$ cat config.mk
export PLATFORM = sky130hd
export DESIGN_NAME = vliw_fetch_unit
export DESIGN_NICKNAME = d
export VERILOG_FILES = /design/src/rtl/vliw_fetch_unit.sv
export SDC_FILE = /design/constraint.sdc
export NUM_CORES = 1
export LEC_CHECK = 0
export ABC_AREA = 1
export CAP_MARGIN = 0
export CORE_MARGIN = 5
export CORE_UTILIZATION = 48
export CTS_BUF_LIST = sky130_fd_sc_hd__clkbuf_8
export DETAILED_ROUTE_END_ITERATION = 12
export PLACE_DENSITY = 0.85
export SLEW_MARGIN = 20
export SYNTH_ARGS = -nofsm -noshare
export SYNTH_HDL_FRONTEND = slang
export SYNTH_SLANG_ARGS = --single-unit
$ cat constraint.sdc
create_clock -name clk -period 5.26 [get_ports clk]
set_input_delay 0.789 -clock clk [delete_from_list [all_inputs] [get_ports clk]]
set_output_delay 0.789 -clock clk [all_outputs]
set_load 0.02 [all_outputs]
$ cat src/rtl/vliw_fetch_unit.sv
// VLIW fetch stage: issues bundle reads, buffers returned bundles, splits them into R/S slots.
// Latency: a response accepted in cycle N is presented to the decoder in cycle N+1 (no bypass).
// Backpressure: requests are credit-limited so that outstanding plus buffered bundles never exceed DEPTH.
module vliw_fetch_unit #(
    parameter int              AW       = 32,
    parameter logic [AW-1:0]   RESET_PC = '0,
    parameter int              DEPTH    = 2
) (
    input  logic          clk,
    input  logic          reset_n,

    output logic          imem_req,
    output logic [AW-1:0] imem_addr,
    input  logic          imem_ready,
    input  logic          imem_rvalid,
    input  logic [63:0]   imem_rdata,

    input  logic          dec_ready,
    output logic          bundle_valid,
    output logic [AW-1:0] bundle_pc,
    output logic [31:0]   r_instr,
    output logic [31:0]   s_instr,
    output logic [4:0]    R_opcode,
    output logic [4:0]    S_opcode,

    input  logic          redirect,
    input  logic [AW-1:0] redirect_pc,
    input  logic          halt,
    output logic          halted
);

    localparam int PW = (DEPTH > 1) ? $clog2(DEPTH) : 1;
    localparam int CW = $clog2(DEPTH + 1);
    localparam logic [PW-1:0] PTR_LAST = PW'(DEPTH - 1);
    localparam logic [CW:0]   CREDITS  = (CW + 1)'(DEPTH);

    typedef enum logic {
        ST_RUN  = 1'b0,
        ST_HALT = 1'b1
    } state_t;

    // Circular pointer advance that also works for non power-of-two depths.
    function automatic logic [PW-1:0] ptr_inc(input logic [PW-1:0] p);
        ptr_inc = (p == PTR_LAST) ? '0 : p + 1'b1;
    endfunction

    state_t state;
    state_t state_nxt;

    logic [AW-1:0] pc;
    logic [CW-1:0] drop_cnt;
    logic [CW-1:0] outstanding;
    logic          credit_ok;

    logic          accept;
    logic          resp_fire;
    logic          resp_deliver;
    logic          buf_pop;

    // Tag FIFO: addresses of requests whose responses will still be delivered
    logic [AW-1:0] tag_mem [DEPTH];
    logic [PW-1:0] tag_wr;
    logic [PW-1:0] tag_rd;
    logic [CW-1:0] tag_count;
    logic [AW-1:0] tag_head;

    // Bundle FIFO: {request address, R word, S word}
    logic [AW+63:0] buf_mem [DEPTH];
    logic [PW-1:0]  buf_wr;
    logic [PW-1:0]  buf_rd;
    logic [CW-1:0]  buf_count;
    logic [AW+63:0] buf_head;

    // Outstanding = live tagged requests plus those already condemned to be dropped.
    assign outstanding = tag_count + drop_cnt;
    assign credit_ok   = ({1'b0, outstanding} + {1'b0, buf_count}) < CREDITS;

    assign accept       = imem_req && imem_ready;
    assign resp_fire    = imem_rvalid && (outstanding != '0);
    assign resp_deliver = resp_fire && (drop_cnt == '0) && !redirect;
    assign buf_pop      = bundle_valid && dec_ready && !redirect;

    assign tag_head = tag_mem[tag_rd];
    assign buf_head = buf_mem[buf_rd];

    assign imem_addr    = pc;
    assign bundle_valid = (buf_count != '0);
    assign bundle_pc    = buf_head[AW+63:64];
    assign r_instr      = buf_head[63:32];
    assign s_instr      = buf_head[31:0];
    assign R_opcode     = r_instr[31:27];
    assign S_opcode     = s_instr[31:27];

    // FSM state register
    always_ff @(posedge clk) begin
        if (!reset_n) begin
            state <= ST_RUN;
        end else begin
            state <= state_nxt;
        end
    end

    // FSM next state: redirect always restarts fetching, halt parks the unit
    always_comb begin
        state_nxt = state;
        case (state)
            ST_RUN:  if (halt && !redirect) state_nxt = ST_HALT;
            ST_HALT: if (redirect)          state_nxt = ST_RUN;
            default: state_nxt = ST_RUN;
        endcase
    end

    // FSM outputs: requests only while running and credits remain, never in reset or redirect cycles
    always_comb begin
        imem_req = 1'b0;
        halted   = 1'b0;
        case (state)
            ST_RUN:  imem_req = reset_n && !redirect && credit_ok;
            ST_HALT: halted   = 1'b1;
            default: ;
        endcase
    end

    // Fetch address: redirect target is bundle aligned, otherwise advance on each accepted request
    always_ff @(posedge clk) begin
        if (!reset_n) begin
            pc <= RESET_PC;
        end else if (redirect) begin
            pc <= redirect_pc & ~AW'(7);
        end else if (accept) begin
            pc <= pc + AW'(8);
        end
    end

    // Drop counter: on redirect every in-flight response becomes stale, minus one arriving now
    always_ff @(posedge clk) begin
        if (!reset_n) begin
            drop_cnt <= '0;
        end else if (redirect) begin
            drop_cnt <= outstanding - CW'(resp_fire);
        end else if (resp_fire && (drop_cnt != '0)) begin
            drop_cnt <= drop_cnt - 1'b1;
        end
    end

    // Tag FIFO control: push on accepted request, pop on delivered response, flush on redirect
    always_ff @(posedge clk) begin
        if (!reset_n || redirect) begin
            tag_wr    <= '0;
            tag_rd    <= '0;
            tag_count <= '0;
        end else begin
            if (accept) begin
                tag_wr <= ptr_inc(tag_wr);
            end
            if (resp_deliver) begin
                tag_rd <= ptr_inc(tag_rd);
            end
            if (accept && !resp_deliver) begin
                tag_count <= tag_count + 1'b1;
            end else if (!accept && resp_deliver) begin
                tag_count <= tag_count - 1'b1;
            end
        end
    end

    // Tag storage: remember the address of each accepted request
    always_ff @(posedge clk) begin
        if (accept) begin
            tag_mem[tag_wr] <= pc;
        end
    end

    // Bundle FIFO control: push delivered responses, pop on decoder handshake, flush on redirect
    always_ff @(posedge clk) begin
        if (!reset_n || redirect) begin
            buf_wr    <= '0;
            buf_rd    <= '0;
            buf_count <= '0;
        end else begin
            if (resp_deliver) begin
                buf_wr <= ptr_inc(buf_wr);
            end
            if (buf_pop) begin
                buf_rd <= ptr_inc(buf_rd);
            end
            if (resp_deliver && !buf_pop) begin
                buf_count <= buf_count + 1'b1;
            end else if (!resp_deliver && buf_pop) begin
                buf_count <= buf_count - 1'b1;
            end
        end
    end

    // Bundle storage: tag each delivered bundle with its request address
    always_ff @(posedge clk) begin
        if (resp_deliver) begin
            buf_mem[buf_wr] <= {tag_head, imem_rdata};
        end
    end

endmodule
== Yosys cells after proc, flatten, opt, wreduce, memory -nomap -nowiden ==
Memories as Yosys holds them, arrays and structs flattened. A register that Yosys moved wholly into a read port is not among the register bits.
Cells that the tools add are included.

* Bits in latches: 0
* Word-level logic and storage cells: 82
* Output and inout port bits: 141
* Input bits: 103
* Memories: 2
* Memory bits (read-only): 0
* Bits in registers: 43
* RAM bits: 256

* Equality and inequality tests: 0
* Muxes and demuxes: 25
* Magnitude comparators: 1
* Add/sub/neg operators: 13
* Multiply operators: 0
* Shift-type cells: 0
* Bitwise logic cells: 2
* Reduce and logical (&&, ||, !) cells: 29
* Div/mod/pow operators: 0

{| class="wikitable"
|+ Memory list
! memory !! depth !! width !! read ports !! clocked after Yosys merged registers in !! wr ports !! RTL line !! RTL
|-
| buf_mem || 2 || 96 || 1 || 1 || 1 || 68 || <nowiki>logic [AW+63:0] buf_mem [DEPTH];</nowiki>
|-
| tag_mem || 2 || 32 || 1 || 1 || 1 || 61 || <nowiki>logic [AW-1:0] tag_mem [DEPTH];</nowiki>
|}

{| class="wikitable"
|+ Operator list
! kind !! number
|-
| $mux 32 || 2
|-
| $add 32x4->32 const B || 1
|-
| $mux 1 || 16
|-
| $logic_and 1x1->1 || 14
|-
| $reduce_bool 2->1 || 7
|-
| $mux 2 || 6
|-
| $sub 2x1->2 const B || 3
|-
| $logic_not 1->1 || 5
|-
| $add 1x1->1 const B || 4
|-
| $add 2x1->2 const B || 2
|-
| $add 2x2->3 || 1
|-
| $lt 3x2->1 const B || 1
|-
| $add 2x2->2 || 1
|-
| $logic_not 2->1 || 1
|-
| $not 1->1 || 2
|-
| $pmux 1 s2 || 1
|-
| $reduce_or 2->1 || 1
|-
| $sub 2x1->2 || 1
|-
| $logic_or 1x1->1 || 1
|}

== Depth between registers and ports, before layout ==
Gate-level depths: netlist (run 1).

* Depth after elaboration: 10
* Depth in mapped cells: 15
* Depth with buffers taken out: 14

== Least setup slack after synthesis (run 1) ==
No wires, ideal clock.

* Path kind: input-to-reg
* From: input port redirect
* To: memory buf_mem[1][0] in the netlist's numbering, enable pin
* Data required time: 4.714 ns
* Arrival time: 5.165 ns
* Slack: -0.450 ns
* Buffers on the path: 1
* Cell stages on the path: 4
* Path through: buf_2 inv_1 nand4_1 nor2_1

* Longest elaborated chain between the ends: 4

{| class="wikitable"
|+ RTL lines
! element !! RTL line !! RTL
|-
| start: declaration || 26 || <nowiki>input logic redirect,</nowiki>
|-
| $logic_not 1->1 || 80 || <nowiki>assign resp_deliver = resp_fire && (drop_cnt == '0) && !redirect;</nowiki>
|-
| $logic_and 1x1->1 || 80 ||
|-
| $mux 1 || 197 || <nowiki>if (resp_deliver) begin</nowiki>
|-
| $mux 1 (implied by the code) || 198 || <nowiki>buf_mem[buf_wr] <= {tag_head, imem_rdata};</nowiki>
|-
| end: declaration || 68 ||
|}

No other way between the ends.

==> Flow_metrics.wiki, run 1 <==
{| class="wikitable"
! Metric !! Value
|-
| Top post-synthesis cells by area || edfxtp_1 (63%), mux2_2 (12%), dfxtp_1 (7.2%)
|-
| Number of buffers inserted by post-CTS setup repair || 0
|-
| RePlAce Congestion || 0.940
|-
| Startpoint of the tightest hold check path || buf_rd$_SDFFE_PP0P_
|-
| Starting density of the core || 49.1%
|-
| Initial drt markers || 667
|-
| H-tree level count || 2
|-
| Antenna-violating nets left || 0
|-
| Leakage || 5.35 nW
|-
| Hold Violations, Final || 0
|-
| Chip width || 165 µm
|-
| GRT Total Usage || 18.6%
|-
| Max Cap Viol || 0
|-
| Proportion of register bits with asynchronous set or reset after synthesis || 0%
|-
| Syn_area_per_cell || 13.7 µm²
|-
| Arr. time, crit path || 2990 ps
|-
| Final critical-path required period || 3780 ps
|-
| Clock slew at the register clock pins of the worst setup and hold paths || 60 ps
|-
| Commonest non-fill, non-tap cell in the layout || edfxtp_1
|-
| VDD IR-drop max || 153 µV
|-
| Critical Path Start Type || register
|-
| # DRC || 0
|-
| Area grow syn2layout || 30.0%
|-
| Min-Delay Path Class || register to register
|-
| Fill cells || ~1700
|-
| Leading cell types in the layout, fill and taps excluded || edfxtp_1 (244), clkdlybuf4s50_1 (234), nand2_1 (143), mux2_2 (122), inv_1 (82)
|-
| Post-Layout Inst Area || 15100 µm²
|-
| Worst flop-to-flop path startpoint || drop_cnt[0]$_SDFFE_PN0P_
|-
| Skew-Pair Late Insertion Delay || 530 ps
|-
| Register bit count reported by yosys || ~290
|-
| Total CTS buffers || 45
|-
| Nature of the critical path endpoint || primary output
|-
| Netlist cell types || 32
|-
| Iteration count of the initial detailed-routing pass || 5
|-
| Y dimension of the die || around 170 µm
|-
| HPWL after DPL || 17.9 mm
|-
| # IOs || 244
|-
| Post-DR wirelength/cell || 18.1 µm
|-
| Number of sinks handled by clock tree synthesis || 286
|-
| Overflow left after global routing || 0
|-
| Setup_tns || 0 ps
|-
| Final-report setup violation count || 0
|-
| Wire length reported by the detailed router || between 20 and 30 mm
|-
| Fraction of layout instances using a drive strength above 1 || 17.9%
|-
| Required time of the critical path || 4470 ps
|-
| Max-slew violation count || 0
|-
| Area of the core || around 24000 µm²
|-
| Pwr dens || 318 nW/µm²
|-
| Final Net Count || 1211
|-
| Final period utilization || 71.9%
|-
| Number of inserted diodes || 0
|-
| Clock skew || roughly 17 ps
|-
| Post-Layout Cell Count || 1451
|-
| Cells after synthesis || 845
|-
| Worst Tran Pin Value || 1090 ps
|-
| Unrepaired setup endpoints after global routing || no
|-
| Max Clock Freq || roughly 260 MHz
|-
| Worst Setup Path Type || register to primary output
|-
| Drt via density || around 5.1
|-
| Number of buffers inserted by port buffering || 234
|-
| Sequential cell area fraction in the yosys report || 70.4%
|-
| Number of global-route vias before repair || roughly 7600
|-
| Maximum number of pins on one net before global-route repair || 77
|-
| TritonCTS clock tree || yes
|-
| Number of cells after detailed placement || 1373
|-
| CTS hold repair buffers || 0
|-
| Area post-placement || 14200 µm²
|-
| Area enclosed by the die boundary || 27400 µm²
|-
| Number of rows in the core area || 56
|-
| Area fraction of the dominant cell type after synthesis || 63.2%
|-
| Cell taking the most area after synthesis || edfxtp_1
|-
| Total number of vias || 7374
|-
| First-pass GRT wire length || a little under 40 mm
|-
| Predominant post-synthesis flop cell || edfxtp_1
|-
| Yosys warns || 0
|-
| Clk Tree Root Cell || clkbuf_8
|-
| Largest fanout of any net on the critical path || 76
|-
| Number of flops mapped to enable cells by yosys || 244
|-
| Post-Synthesis Cell Area || 11600 µm²
|-
| Maximum number of buffers from clock root to sink || 3
|-
| Count of cells resized by post-cts repair || 0
|-
| Result of the run || finished, final reports clean
|-
| Initial antenna violation count || 0
|-
| Relative max-transition margin || 27.3%
|}
==> cell type report <==
type | count | area, µm² | area share [%]
Tap cell | 319 | 399 | 2.65
Sequential cell | 286 | 8170 | 54.2
Clock buffer | 49 | 674 | 4.47
Timing Repair Buffer | 243 | 2420 | 16.1
Multi-Input combinational cell | 455 | 2970 | 19.7
Inverter | 70 | 267 | 1.77
Clock inverter | 29 | 178 | 1.18
==> kinds of logic after synthesis <==
kind of cell,after synthesis,synth area share (%)
compound gates,69,3.12
xor+xnor,10,0.755
fa+ha+maj,7,0.820
buf+inv,109,4.30
flops,286,70.4
mux,122,11.8
other cells,1,0.0323
simple gates,241,8.74
==> per-stage QoR <==
stage               utilization, %  hold slack [ps]  setup WS (ps)  total power [W]
CTS                           63.9              480           1370          0.00486
global placement              60.2              458           1420          0.00307
finish                        63.9              480           1480          0.00480
detailed placement            60.2              470           1390          0.00308
floorplan                        -              445           1110          0.00285
global route                  63.9              517           1320          0.00501
==> sequential cells by signal (all words and copies together) (netlist names), named ones only <==
register,count
buf_mem,186
tag_mem,58
imem_addr,29
buf_count,2
drop_cnt,2
tag_count,2
buf_rd,1
buf_wr,1
state,1
tag_rd,1
tag_wr,1
==> where the power goes <==
group | internal [W] | switching [W] | leakage, nW
sequential | 0.00253 | 0.0000475 | 2.58
combinational | 0.000225 | 0.000239 | 2.27
clock | 0.000955 | 0.000805 | 0.500
==> cell usage after synthesis (all sizes together), types with 2 or more instances <==
master and n:
clkbuf 8, xor2 9, o21ai 26, edfxtp 244, nand4 2, buf 31
ha 6, a31oi 7, dfxtp 42, inv 69, nand3 39, mux2 122
a21oi 33, nand2 144, nor2 50, nor3 4, a22oi 2
==> worst max-delay path, cell delays in order (launching register included) <==
cell,delay (ps)
dfxtp_4,970
buf_4,420
mux2_2,400
clkdlybuf4s50_1,550
==> layer usage <==
metal	vias to the layer above	track usage (%)	share of wire (%)
met4	0	5.36	1.7
met3	30	6.03	11
met5	-	0	0
li1	3484	-	-
met1	3530	22.4	39
met2	330	32.0	49
==> worst paths after layout <==
kind | depth (start not counted) | slack, ps | endpoint
setup reg to reg | 13 | 2170 | tag_count[1]$_SDFFE_PP0P_
hold reg to reg | 2 | 480 | buf_rd$_SDFFE_PP0P_
hold / removal | 2 | 480 | buf_rd$_SDFFE_PP0P_
setup / recovery | 3 | 1480 | R_opcode[1]
(Power assumes the default switching activity.)
==> run 2, diff against run 1 <==
Clock period 5.26 ns to 3.37 ns, I/O delays scaled along.
==> Flow_metrics.wiki, run 2 (same netlist as run 1, synthesis figures left out) <==
{| class="wikitable"
! Metric !! Value
|-
| Result of the run || finished, final reports clean (unchanged)
|-
| Number of sinks handled by clock tree synthesis || 286 (unchanged)
|-
| Worst R2R Path Depth || 14 (was 13)
|-
| TritonCTS clock tree || yes (unchanged)
|-
| Max Clock Freq || 325 MHz
|-
| Critical-path cell list || ha_1, inv_1, nand3_1, nand2_1, fa_1, nor2_2, nand2_1, nor2_1, dlygate4sd2_1 (was buf_4, mux2_2, clkdlybuf4s50_1)
|-
| Max reg flops || 186 (unchanged)
|-
| Power Total || 0.00761 W (was 0.00480 W)
|-
| Family with the most delay on the worst path || adder cells (was flip-flops)
|-
| Clock slew at the register clock pins of the worst setup and hold paths || 60 ps (about the same)
|-
| Max-slew violation count || 0 (unchanged)
|-
| Area grow syn2layout || 31.4% (was 30.0%)
|-
| Wire length reported by the detailed router || 26.6 mm (was 26.2 mm)
|-
| VDD IR-drop max || 253 µV (was 153 µV)
|-
| Total CTS buffers || 45 (unchanged)
|-
| Clk Tree Root Cell || clkbuf_8 (unchanged)
|-
| Antenna-violating nets left || 0 (unchanged)
|-
| Hold depth || 2 (unchanged)
|-
| Worst flop-to-flop path startpoint || drop_cnt[0]$_SDFFE_PN0P_ (unchanged)
|-
| Worst Setup Path Type || register to primary output (unchanged)
|-
| Fill cells || 1704 (was 1709)
|-
| Drt via density || 5.08 (about the same)
|-
| Leakage || 5.40 nW (was 5.35 nW)
|-
| # IOs || 244 (unchanged)
|-
| Nature of the critical path endpoint || primary output (unchanged)
|-
| Leading cell types in the layout, fill and taps excluded || edfxtp_1 (244), clkdlybuf4s50_1 (233), nand2_1 (143), mux2_2 (122), inv_1 (79) (was edfxtp_1 (244), clkdlybuf4s50_1 (234), nand2_1 (143), mux2_2 (122), inv_1 (82))
|-
| Final period utilization || about nine tenths
|-
| Register ranked first by flip-flop count || buf_mem (unchanged)
|-
| Reg-to-reg critical path endpoint || imem_addr[14]$_SDFFE_PN0P_ (was tag_count[1]$_SDFFE_PP0P_)
|-
| Final critical-path required period || slightly above 3000 ps
|-
| Worst Tran Pin Value || 517 ps (was 1090 ps)
|-
| Number of inserted diodes || 0 (unchanged)
|-
| Hold Violations, Final || 0 (unchanged)
|-
| Overflow left after global routing || 0 (unchanged)
|-
| Maximum number of pins on one net before global-route repair || 53 (was 77)
|-
| Starting density of the core || 49.1% (unchanged)
|-
| # DRC || 0 (unchanged)
|-
| Final Net Count || 1218 (was 1211)
|-
| Min-Delay Path Class || register to register (unchanged)
|-
| HPWL after DPL || 18.4 mm (was 17.9 mm)
|-
| Commonest non-fill, non-tap cell in the layout || edfxtp_1 (unchanged)
|-
| Total number of vias || 7434 (was 7374)
|-
| Unrepaired setup endpoints after global routing || no (unchanged)
|-
| Required time of the critical path || 2860 ps (was 4470 ps)
|-
| Number of cells after detailed placement || 1380 (was 1373)
|-
| Y dimension of the die || 165 µm (unchanged)
|-
| CP max stage delay || 500 ps (was 970 ps)
|-
| Initial drt markers || 576 (was 667)
|-
| Initial antenna violation count || 0 (unchanged)
|-
| Arr. time, crit path || 2580 ps (was 2990 ps)
|-
| Iteration count of the initial detailed-routing pass || 5 (unchanged)
|-
| Largest fanout of any net on the critical path || 4 (was 76)
|-
| Number of global-route vias before repair || 7605 (was 7616)
|-
| Post-Layout Inst Area || 15200 µm² (was 15100 µm²)
|-
| GRT Total Usage || 19.1% (was 18.6%)
|-
| Final-report setup violation count || 0 (unchanged)
|-
| First-pass GRT wire length || 40.3 mm (was 39.5 mm)
|-
| Crit path depth || 9 (was 3)
|-
| Post-Layout Cell Count || 1462 (was 1451)
|-
| Fraction of layout instances using a drive strength above 1 || 18.7% (was 17.9%)
|-
| Area of the core || 23600 µm² (unchanged)
|-
| Critical Path Start Type || register (unchanged)
|-
| Number of rows in the core area || 56 (unchanged)
|-
| Post-DR wirelength/cell || 18.2 µm (was 18.1 µm)
|-
| Startpoint of the tightest hold check path || buf_rd$_SDFFE_PP0P_ (unchanged)
|-
| Relative max-transition margin || 65.5% (was 27.3%)
|-
| Reg-to-reg setup timing slack || 670 ps (was 2170 ps)
|-
| Pwr dens || 499 nW/µm² (was 318 nW/µm²)
|-
| RePlAce Congestion || 0.928 (was 0.940)
|-
| Area post-placement || 14300 µm² (was 14200 µm²)
|-
| Clock skew || 22.0 ps (was 16.8 ps)
|-
| Cell occurring most often along the worst timing path || nand2_1
|-
| Number of buffers and inverters on the critical path || 2 (unchanged)
|-
| H-tree level count || 2 (unchanged)
|-
| Maximum number of buffers from clock root to sink || 3 (unchanged)
|-
| Area enclosed by the die boundary || 27400 µm² (unchanged)
|-
| Skew-Pair Late Insertion Delay || 530 ps (about the same)
|-
| Setup_tns || 0 ps (unchanged)
|-
| Critical Path Slowest Stage Cell || fa_1 (was dfxtp_4)
|-
| Number of buffers inserted by port buffering || 234 (unchanged)
|-
| Number of buffers inserted by post-CTS setup repair || 0 (unchanged)
|-
| Max Cap Viol || 0 (unchanged)
|-
| Chip width || 165 µm (unchanged)
|}
-- run 2: cell count changes in the layout (fill, tap and decap cells not counted), sizes merged --
cell,before,now
clkdlybuf4s50,234,233
clkinv,11,13
dlygate4sd2,0,1
clkinvlp,0,3
clkbuf,49,53
buf,9,16
inv,86,81
-- run 2: how the worst max path moves through the flow --
stage / from / end
finish: drop_cnt[0]$_SDFFE_PN0P_ / imem_req
global route: drop_cnt[0]$_SDFFE_PN0P_ / imem_req
CTS: drop_cnt[0]$_SDFFE_PN0P_ / imem_req
detailed placement: drop_cnt[0]$_SDFFE_PN0P_ / imem_req
global placement: drop_cnt[0]$_SDFFE_PN0P_ / imem_req
floorplan: drop_cnt[0]$_SDFFE_PN0P_ / tag_mem[0][10]$_DFFE_PP_
-- run 2: power by group --
group,total (W),switching (W),internal [W],leakage [nW]
sequential,0.00402,0.0000691,0.00395,2.58
combinational,0.000744,0.000382,0.000361,2.31
clock,0.00285,0.00126,0.00158,0.507
-- run 2: worst min-delay path, stage by stage, from the launching register on --
cell and delay, ps:
dfxtp_1 300, inv_1 70, a21oi_1 60
-- run 2: final cells by class --
cell class	count	area [µm²]	share of cell area [%]
Clock buffer	53	729	4.78
Clock inverter	29	174	1.14
Inverter	70	268	1.76
Multi-Input combinational cell	455	2970	19.5
Sequential cell	286	8170	53.6
Tap cell	319	399	2.62
Timing Repair Buffer	250	2540	16.6
-- run 2: what timing repair did --
action                                  4_1_cts  5_1_grt
endpoints found under the setup margin        1        0
hold buffers                                  0        0
resized for setup                             2        0
-- run 2: per-layer routing --
metal	GRT usage (%)	share of wire (%)	up-vias
met5	0	0	-
met4	5.70	2.0	0
li1	-	-	3502
met2	33.0	49	333
met3	6.70	11	45
met1	22.5	37	3554
-- run 2: through the flow --
stage | utilization, % | setup slack, ps | hold slack (ps)
floorplan | - | 102 | 445
global placement | 60.7 | 588 | 449
detailed placement | 60.7 | 555 | 461
CTS | 64.6 | 277 | 473
global route | 64.6 | 89.4 | 508
finish | 64.6 | 289 | 472
==> run 3, diff against run 2 <==
Settings changed: CORE_MARGIN 5 to not set.
==> Flow_metrics.wiki, run 3 (same netlist as run 1, synthesis figures left out) <==
{| class="wikitable"
! Metric !! Value
|-
| Hold depth || 2 (unchanged)
|-
| TritonCTS clock tree || yes (unchanged)
|-
| Total CTS buffers || 46 (was 45)
|-
| Clock skew || 26.1 ps (was 22.0 ps)
|-
| Hold Violations, Final || 0 (unchanged)
|-
| Number of buffers inserted by port buffering || 234 (unchanged)
|-
| Final Net Count || 1217 (was 1218)
|-
| Critical Path Start Type || register (unchanged)
|-
| Pwr dens || 489 nW/µm² (was 499 nW/µm²)
|-
| Drt via density || 5.04 (was 5.08)
|-
| Setup_tns || 0 ps (unchanged)
|-
| Critical Path Slowest Stage Cell || fa_1 (unchanged)
|-
| Register ranked first by flip-flop count || buf_mem (unchanged)
|-
| Number of sinks handled by clock tree synthesis || 286 (unchanged)
|-
| GRT Total Usage || 20.5% (was 19.1%)
|-
| Reg-to-reg critical path endpoint || imem_addr[14]$_SDFFE_PN0P_ (unchanged)
|-
| Cell occurring most often along the worst timing path || nand2_1 (unchanged)
|-
| Wire length reported by the detailed router || 25.6 mm (was 26.6 mm)
|-
| Worst flop-to-flop path startpoint || drop_cnt[0]$_SDFFE_PN0P_ (unchanged)
|-
| Number of buffers inserted by post-CTS setup repair || 0 (unchanged)
|-
| Post-Layout Cell Count || 1457 (was 1462)
|-
| Worst R2R Path Depth || 14 (unchanged)
|-
| Arr. time, crit path || 2570 ps (was 2580 ps)
|-
| Leakage || 5.38 nW (was 5.40 nW)
|-
| Largest fanout of any net on the critical path || 4 (unchanged)
|-
| Reg-to-reg setup timing slack || 610 ps (was 670 ps)
|-
| Max Clock Freq || 325 MHz (about the same)
|-
| Max Cap Viol || 0 (unchanged)
|-
| HPWL after DPL || 17.4 mm (was 18.4 mm)
|-
| Y dimension of the die || 157 µm (was 165 µm)
|-
| Final-report setup violation count || 0 (unchanged)
|-
| Iteration count of the initial detailed-routing pass || 6 (was 5)
|-
| Fraction of layout instances using a drive strength above 1 || 18.0% (was 18.7%)
|-
| Core occupancy in the finished layout || 64.1% (was 64.6%)
|-
| Initial antenna violation count || 0 (unchanged)
|-
| Nature of the critical path endpoint || primary output (unchanged)
|-
| Critical-path cell list || ha_1, inv_1, nand3_1, nand2_1, fa_1, nor2_2, nand2_1, nor2_1, dlygate4sd2_1 (unchanged)
|-
| Skew-Pair Late Insertion Delay || 540 ps (was 530 ps)
|-
| Chip width || 157 µm (was 165 µm)
|-
| Number of rows in the core area || 56 (unchanged)
|-
| Area enclosed by the die boundary || 24800 µm² (was 27400 µm²)
|-
| First-pass GRT wire length || 38.2 mm (was 40.3 mm)
|-
| # DRC || 0 (unchanged)
|-
| Clk Tree Root Cell || clkbuf_8 (unchanged)
|-
| Leading cell types in the layout, fill and taps excluded || edfxtp_1 (244), clkdlybuf4s50_1 (233), nand2_1 (143), mux2_2 (122), inv_1 (89) (was edfxtp_1 (244), clkdlybuf4s50_1 (233), nand2_1 (143), mux2_2 (122), inv_1 (79))
|-
| VDD IR-drop max || 291 µV (was 253 µV)
|-
| Clock slew at the register clock pins of the worst setup and hold paths || 60 ps (about the same)
|-
| Startpoint of the tightest hold check path || buf_rd$_SDFFE_PP0P_ (unchanged)
|-
| Worst Setup Path Type || register to primary output (unchanged)
|-
| Worst Tran Pin Value || 513 ps (was 517 ps)
|-
| Final period utilization || 91.4% (about the same)
|-
| Area grow syn2layout || 30.4% (was 31.4%)
|-
| Antenna-violating nets left || 0 (unchanged)
|-
| Maximum number of pins on one net before global-route repair || 72 (was 53)
|-
| Relative max-transition margin || 65.7% (was 65.5%)
|-
| Minimum setup slack in the final design || 291 ps (was 289 ps)
|-
| H-tree level count || 2 (unchanged)
|-
| Commonest non-fill, non-tap cell in the layout || edfxtp_1 (unchanged)
|-
| Initial drt markers || 558 (was 576)
|-
| Number of global-route vias before repair || 7196 (was 7605)
|-
| # IOs || 244 (unchanged)
|-
| Number of cells after detailed placement || 1378 (was 1380)
|-
| Maximum number of buffers from clock root to sink || 3 (unchanged)
|-
| Max-slew violation count || 0 (unchanged)
|-
| Post-placement setup slack || 525 ps (was 555 ps)
|-
| Total number of vias || 7336 (was 7434)
|-
| RePlAce Congestion || 0.909 (was 0.928)
|-
| Starting density of the core || 49.1% (unchanged)
|-
| Area of the core || 23600 µm² (unchanged)
|-
| Final critical-path required period || 3080 ps (about the same)
|-
| Number of inserted diodes || 0 (unchanged)
|-
| Overflow left after global routing || 0 (unchanged)
|-
| Required time of the critical path || 2860 ps (about the same)
|-
| Min-Delay Path Class || register to register (unchanged)
|-
| Unrepaired setup endpoints after global routing || no (unchanged)
|-
| CP max stage delay || 480 ps (was 500 ps)
|-
| Post-DR wirelength/cell || 17.6 µm (was 18.2 µm)
|-
| Result of the run || finished, final reports clean (unchanged)
|-
| Max reg flops || 186 (unchanged)
|}
## run 3: cell types whose count changed in the layout (fill, tap and decap cells not counted), sizes merged
cell	change
inv	+10
clkinv	-7
clkbuf	-4
buf	-2
bufinv	-1
clkinvlp	-1
## run 3: cell type report
class	instances	area (µm²)
timing repair buffer	248	2500
fill	1724	8490
inverter	70	268
clock inverter	30	146
clock buffer	49	674
tap	319	399
sequential	286	8170
multi-input combinational	455	2970
## run 3: stage by stage
| stage | cell area [µm²] | hold slack (ps) | power (W) |
|---|---|---|---|
| detailed placement | 14300 | 462 | 0.00482 |
| global route | 15100 | 498 | 0.00769 |
| global placement | 14300 | 452 | 0.00480 |
| finish | 15100 | 473 | 0.00740 |
| floorplan | 11600 | 445 | 0.00445 |
| CTS | 15100 | 471 | 0.00748 |
## run 3: worst max-delay path by stage
| stage | from | end | slack [ps] | depth (start not counted) |
|---|---|---|---|---|
| after floorplan | drop_cnt[0]$_SDFFE_PN0P_ | tag_mem[0][10]$_DFFE_PP_ | 100 | 8 |
| final | drop_cnt[0]$_SDFFE_PN0P_ | imem_req | 290 | 9 |
| after global placement | drop_cnt[0]$_SDFFE_PN0P_ | imem_req | 570 | 9 |
| after CTS | drop_cnt[0]$_SDFFE_PN0P_ | imem_req | 270 | 9 |
| after global routing | drop_cnt[0]$_SDFFE_PN0P_ | imem_req | 140 | 9 |
| after detailed placement | redirect | buf_mem[0][22]$_DFFE_PP_ | 520 | 7 |
## run 3: power breakdown
| group | internal (W) | total (W) | switching (W) |
|---|---|---|---|
| clock network | 0.00141 | 0.00264 | 0.00124 |
| logic | 0.000357 | 0.000738 | 0.000381 |
| registers | 0.00395 | 0.00402 | 0.0000673 |
| total | 0.00571 | 0.00740 | 0.00169 |
## run 3: routing by layer
metal  wire [µm]  GRT usage, %  vias to the layer above
met5           0             0                        -
met4         608          7.03                        0
met3        2660          6.36                       50
met2       12400          34.9                      370
met1       10000          24.4                     3419
li1            -             -                     3497
## run 3: worst max-delay path: cells and delay by family, from the launching register on
kind          cells  cell delay [ps]
flops             1              370
simple gates      5              610
fa+ha+maj         2              680
buf+inv           2              390
## run 3: repair_timing
action / in CTS / in global routing
resized for setup: 2 / 0
hold buffers: 0 / 0
endpoints found under the setup margin: 1 / 0
